`src/rtl/an_io_phdet_pkg.sv`:
```
// Shared types and default parameters for the phase-detector vote filter.
package an_io_phdet_pkg;

  typedef enum logic [1:0] {
    ST_IDLE   = 2'd0,
    ST_ACCUM  = 2'd1,
    ST_UPDATE = 2'd2,
    ST_SETTLE = 2'd3
  } phdet_state_e;

  localparam int DEF_CODE_W    = 6;
  localparam int DEF_WIN_LOG2  = 4;
  localparam int DEF_THR       = 4;
  localparam int DEF_LOCK_WINS = 4;
  localparam int DEF_SETTLE    = 3;
  localparam int DEF_CODE_INIT = 32;

endpackage

```
`src/rtl/an_io_phdet_sat_cnt.sv`:
```
// Saturating up/down delay-code register with a one-cycle change pulse.
module an_io_phdet_sat_cnt
  import an_io_phdet_pkg::*;
#(
  parameter int W    = DEF_CODE_W,
  parameter int INIT = DEF_CODE_INIT
) (
  input  logic         clk_i,
  input  logic         rst_i,
  input  logic         inc_i,
  input  logic         dec_i,
  output logic [W-1:0] code_o,
  output logic         upd_o,
  output logic         at_max_o,
  output logic         at_min_o
);

  localparam logic [W-1:0] MAX_V  = '1;
  localparam logic [W-1:0] INIT_V = W'(INIT);

  logic [W-1:0] code_q, code_d;
  logic         upd_q, upd_d;

  assign at_max_o = (code_q == MAX_V);
  assign at_min_o = (code_q == '0);
  assign code_o   = code_q;
  assign upd_o    = upd_q;

  // A step into a rail is dropped entirely, so no pulse is raised for it.
  always_comb begin
    code_d = code_q;
    upd_d  = 1'b0;
    if (inc_i && !at_max_o) begin
      code_d = code_q + 1'b1;
      upd_d  = 1'b1;
    end else if (dec_i && !at_min_o) begin
      code_d = code_q - 1'b1;
      upd_d  = 1'b1;
    end
  end

  always_ff @(posedge clk_i) begin
    if (rst_i) begin
      code_q <= INIT_V;
      upd_q  <= 1'b0;
    end else begin
      code_q <= code_d;
      upd_q  <= upd_d;
    end
  end

endmodule

```
`src/rtl/an_io_phdet_filter.sv`:
```
// Majority-vote phase-detector filter driving a saturating delay code.
// Optional code_hold input is enabled with `define AN_IO_PHDET_HOLD_EN.
//
// state     | meaning
// ST_IDLE   | filter disabled, counters and lock cleared, code held
// ST_ACCUM  | collect one phdet_q sample per cycle for WIN cycles
// ST_UPDATE | one-cycle vote decision, code step and lock bookkeeping
// ST_SETTLE | wait SETTLE cycles for the delay line, samples ignored
module an_io_phdet_filter
  import an_io_phdet_pkg::*;
#(
  parameter int CODE_W    = DEF_CODE_W,
  parameter int WIN_LOG2  = DEF_WIN_LOG2,
  parameter int THR       = DEF_THR,
  parameter int LOCK_WINS = DEF_LOCK_WINS,
  parameter int SETTLE    = DEF_SETTLE,
  parameter int CODE_INIT = DEF_CODE_INIT
) (
  input  logic              clk_in,
  input  logic              reset,
  input  logic              enable,
`ifdef AN_IO_PHDET_HOLD_EN
  input  logic              code_hold,
`endif
  input  logic              phdet_q,
  output logic [CODE_W-1:0] dly_code,
  output logic              code_upd,
  output logic              locked
);

  localparam int WIN = 2 ** WIN_LOG2;
  localparam int LW  = (LOCK_WINS < 1) ? 1 : $clog2(LOCK_WINS + 1);
  localparam int SW  = (SETTLE < 2) ? 1 : $clog2(SETTLE);

  localparam logic [WIN_LOG2:0]   UP_TH     = (WIN_LOG2 + 1)'(WIN - THR);
  localparam logic [WIN_LOG2:0]   DN_TH     = (WIN_LOG2 + 1)'(THR);
  localparam logic [WIN_LOG2-1:0] SAMP_LAST = '1;
  localparam logic [LW-1:0]       LOCK_MAX  = LW'(LOCK_WINS);
  localparam logic [SW-1:0]       SETTLE_LD = SW'((SETTLE > 0) ? SETTLE - 1 : 0);

  phdet_state_e        state_q, state_d;
  logic [WIN_LOG2-1:0] samp_q, samp_d;
  logic [WIN_LOG2:0]   ones_q, ones_d;
  logic [SW-1:0]       settle_q, settle_d;
  logic [LW-1:0]       lock_q, lock_d;
  logic                oob_q, oob_d;
  logic                locked_q, locked_d;

  logic hold_w;
  logic inc, dec, at_max, at_min;
  logic vote_up, vote_dn, in_band, chg;

`ifdef AN_IO_PHDET_HOLD_EN
  assign hold_w = code_hold;
`else
  assign hold_w = 1'b0;
`endif

  assign vote_up = (ones_q >= UP_TH);
  assign vote_dn = !vote_up && (ones_q <= DN_TH);
  assign in_band = !vote_up && !vote_dn;

  an_io_phdet_sat_cnt #(
    .W    (CODE_W),
    .INIT (CODE_INIT)
  ) u_code (
    .clk_i    (clk_in),
    .rst_i    (reset),
    .inc_i    (inc),
    .dec_i    (dec),
    .code_o   (dly_code),
    .upd_o    (code_upd),
    .at_max_o (at_max),
    .at_min_o (at_min)
  );

  always_comb begin
    state_d  = state_q;
    samp_d   = samp_q;
    ones_d   = ones_q;
    settle_d = settle_q;
    lock_d   = lock_q;
    oob_d    = oob_q;
    locked_d = locked_q;
    inc      = 1'b0;
    dec      = 1'b0;
    chg      = 1'b0;

    case (state_q)
      ST_IDLE: begin
        if (enable) state_d = ST_ACCUM;
      end
      ST_ACCUM: begin
        ones_d = ones_q + {{WIN_LOG2{1'b0}}, phdet_q};
        samp_d = samp_q + 1'b1;
        if (samp_q == SAMP_LAST) state_d = ST_UPDATE;
      end
      ST_UPDATE: begin
        inc    = vote_up && !hold_w;
        dec    = vote_dn && !hold_w;
        chg    = (inc && !at_max) || (dec && !at_min);
        samp_d = '0;
        ones_d = '0;
        if (in_band) begin
          oob_d = 1'b0;
          if (lock_q != LOCK_MAX) lock_d = lock_q + 1'b1;
          if (lock_d == LOCK_MAX) locked_d = 1'b1;
        end else begin
          lock_d = '0;
          // oob_q remembers one tolerated out-of-band window while locked.
          if (locked_q) begin
            if (oob_q) begin
              locked_d = 1'b0;
              oob_d    = 1'b0;
            end else begin
              oob_d = 1'b1;
            end
          end
        end
        if (chg && (SETTLE > 0)) begin
          state_d  = ST_SETTLE;
          settle_d = SETTLE_LD;
        end else begin
          state_d = ST_ACCUM;
        end
      end
      ST_SETTLE: begin
        if (settle_q == '0) state_d = ST_ACCUM;
        else                settle_d = settle_q - 1'b1;
      end
      default: state_d = ST_IDLE;
    endcase

    // inc/dec stay as computed so a code step in UPDATE survives enable dropping.
    if (!enable) begin
      state_d  = ST_IDLE;
      samp_d   = '0;
      ones_d   = '0;
      settle_d = '0;
      lock_d   = '0;
      oob_d    = 1'b0;
      locked_d = 1'b0;
    end
  end

  always_ff @(posedge clk_in) begin
    if (reset) begin
      state_q  <= ST_IDLE;
      samp_q   <= '0;
      ones_q   <= '0;
      settle_q <= '0;
      lock_q   <= '0;
      oob_q    <= 1'b0;
      locked_q <= 1'b0;
    end else begin
      state_q  <= state_d;
      samp_q   <= samp_d;
      ones_q   <= ones_d;
      settle_q <= settle_d;
      lock_q   <= lock_d;
      oob_q    <= oob_d;
      locked_q <= locked_d;
    end
  end

  assign locked = locked_q;

endmodule

```
`config.mk`:
```
export PLATFORM = sky130hd
export DESIGN_NAME = an_io_phdet_filter
export DESIGN_NICKNAME = d
export VERILOG_FILES = /design/src/rtl/an_io_phdet_pkg.sv /design/src/rtl/an_io_phdet_sat_cnt.sv /design/src/rtl/an_io_phdet_filter.sv
export SDC_FILE = /design/constraint.sdc
export NUM_CORES = 1
export LEC_CHECK = 0
export CORE_MARGIN = 4
export CORE_UTILIZATION = 45
export DETAILED_ROUTE_END_ITERATION = 10
export SLEW_MARGIN = 5
export SYNTH_ARGS = -nofsm -noshare
export SYNTH_HDL_FRONTEND = slang
export SYNTH_HIERARCHICAL = 1
export SYNTH_SLANG_ARGS = --single-unit
```
`constraint.sdc`:
```
create_clock -name clk_in -period 5.87 [get_ports clk_in]
set_input_delay 1.174 -clock clk_in [delete_from_list [all_inputs] [get_ports clk_in]]
set_output_delay 1.174 -clock clk_in [all_outputs]
set_load 0.05 [all_outputs]
```
==> summary.txt <==
Layout
  • Diodes inserted: 0
  • Final core occ: 0.535
  • Layout area overhead: 10.6%
  • Fill cell count: roughly 320
  • Most frequent cells in the layout: nor2_1, dfxtp_1, ha_1
  • Nets: just over 200
  • Layout cells sized above 1: 0.0769

Synthesis
  • Adder-cell area share of the yosys netlist: 0.128
  • Top cell type by total area after synthesis: dfxtp_1
  • Seq cells post-synth: 25
  • EDFF count, synth: 0
  • Xor/xnor cell area share of the yosys netlist: 0.0517
  • Synth Area in Simple Gates: 0.199
  • Syn Std Cell Area: about 0.0015 sq mm
  • Register area share after synthesis: 0.328
  • Post-synthesis compound-gate area fraction: 0.207
  • Yosys Warn Count: 6
  • Syn Inst Count: 172
  • Top cell type's share of synthesized area: 0.328
  • Syn Area/Cell: around 8.9 sq um
  • Largest family of logic cells by synthesized area: compound AO/OA/AOI/OAI gates
  • Syn_nets: 191
  • Asr flop ratio synth: 0
  • Ranking of synthesized cells by area: dfxtp_1, ha_1, nor2_1, mux2i_1, xnor2_1
  • Library cells used by synthesis: 43
  • Post-synthesis mux area share: 0.0394
  • Primary FF master, synth: dfxtp_1

Power and ir drop
  • Cell Pwr Density: between 150 and 200 mW/mm^2
  • Leakage: 0.597 nW
  • Peak supply drop: 0.000138 V

Detailed routing
  • Detailed Route WL: 3000 um
  • Vias per cell: about 5.4
  • 1st-iter DRT viols: 68
  • Routed vias: about 1200
  • Iteration count of the initial detailed-routing pass: 4
  • Routed Antenna Nets: 0
  • WL/cell: about 13 um
  • # DRC: 0

Clocking
  • CTS sink cnt: 25
  • H-tree lvl count: 1
  • Worst-skew pair later-pin latency: 0.33 ns
  • CTS tree: yes
  • Post-CTS sizing: 0
  • Postcts setup bufs: 0
  • Clock Path Buffers: 2
  • Post-CTS Hold Buffers: 0
  • Root Driver: clkbuf_4
  • Clock-pin slew on the worst setup and hold paths: about 0.15 ns
  • CTS Buf Count: 3

Setup path
  • Startpoint Class: flip-flop
  • Max stage delay cell, worst path: clkdlybuf4s50_1
  • Type of destination of the critical path: output pin
  • Critical Path Stages: 1
  • CP required: about 4.7 ns
  • CP Buf/Inv Count: 1
  • Worst-path fanout max: 7
  • Worst Reg-to-Reg Cells: 11
  • Top Family by Delay on Critical Path: buffers and inverters
  • Worst path max stage delay: between 0.8 and 0.9 ns
  • Critical path type: reg2out
  • Arrival @ worst endpoint: roughly 1.7 ns
  • CP cell instances: clkdlybuf4s50_1

Floorplanning
  • Die Ht: about 66 um
  • Die Footprint: between 0.004 and 0.005 sq mm
  • Chip width: about 66 um
  • Core Footprint: 0.00315 sq mm
  • # rows: 20
  • Initial core utilization: 0.483
  • # IOs: 12

Global route
  • First-pass GRT wire length: ~5000 um
  • GRT overflow: 0
  • Vias in the first global route: about 1200
  • Pin count of the biggest net entering global routing: 16
  • GRT Total Usage: 0.150
  • Antenna violations before repair: 0

Hold path
  • Hold path depth: 2
  • HP Class: reg2reg

Placed design
  • Setup WS pre-CTS: a little over 3 ns
  • DP HPWL: ~2300 um
  • GPL Wtd Cong: slightly above 0.8
  • Port Buffers: 11

STA
  • Max-slew violations: 0
  • Relative slew slack: 0.573
  • Fmax: approximately 350 MHz
  • Worst-margin pin slew: 0.634 ns
  • Crit path time final: 2.89 ns
  • Final Hold Fails: 0
  • Fin crit share: 0.493
  • Clock Skew: 0.0124 ns
  • Setup TNS: 0 ns
  • RSZ-0062 raised after global routing: no
  • Setup Viol. Count Final: 0
  • Setup ws final: between 2 and 3 ns

Run status
  • Status: finished, final reports clean

Job
  • Max_cap viols: 0
sequential cells by signal (all words and copies together), names as in the netlist:
register	count
u_code/code_o	6
ones_q	5
samp_q	4
lock_q	3
settle_q	2
state_q	2
locked	1
oob_q	1
u_code/upd_o	1
cell usage after synthesis (all sizes together), types with 3 or more instances:
master,instances
ha,14
a22oi,4
nor2b,7
nand2,6
nand3,7
a211oi,5
xnor2,6
a31oi,3
nor2,25
inv,10
mux2i,6
a21oi,10
nand2b,3
dfxtp,25
clkbuf,3
o21ai,7
xor2,3
layer usage:
layer	routed length (um)	vias up	GRT usage	share of wire
li1	-	632	-	-
met1	1480	573	0.184	0.49
met2	1390	17	0.263	0.46
met3	94	4	0.0357	0.031
met4	35	0	0.0305	0.012
met5	0	-	0	0
cell type report:
cell class                      instances  area [sq um]  area share
Multi-Input combinational cell        132           952       0.565
Sequential cell                        25           500       0.297
Timing Repair Buffer                   11           110      0.0653
Tap cell                               44          55.1      0.0327
Inverter                               10          37.5      0.0223
Clock buffer                            3          22.5      0.0134
Clock inverter                          1          7.51     0.00445
logic make-up after synthesis:
group / after synthesis
AO/OA/AOI/OAI: 42
AND/OR/NAND/NOR: 60
flip-flops: 25
XOR/XNOR: 9
buffers and inverters: 15
multiplexers: 6
adder cells (fa/ha/maj): 15
final timing paths:
check,from,end,slack [ns]
setup / recovery,u_code/code_o[0],dly_code[0],2.98
hold reg to reg,lock_q[1],lock_q[1],0.51
hold / removal,lock_q[1],lock_q[1],0.51
setup reg to reg,state_q[0],u_code/code_o[5],3.11
report_power, final:
part	switching (W)	internal (W)	leakage, nW
registers	0.00000423	0.000173	0.202
logic	0.0000258	0.0000189	0.381
clock network	0.0000556	0.0000261	0.0139
total	0.0000857	0.000218	0.597
metrics by stage:
stage / area [sq um] / power [W] / std cells / hold slack [ns]
2_1_floorplan: 1520 / 0.000213 / 172 / 0.459
3_3_place_gp: 1660 / 0.000225 / 222 / 0.486
3_5_place_dp: 1660 / 0.000226 / 222 / 0.490
4_1_cts: 1690 / 0.000308 / 226 / 0.510
5_1_grt: 1690 / 0.000317 / 226 / 0.541
6_report: 1690 / 0.000303 / 226 / 0.514
No activity file was read; power rests on OpenSTA's default activity.
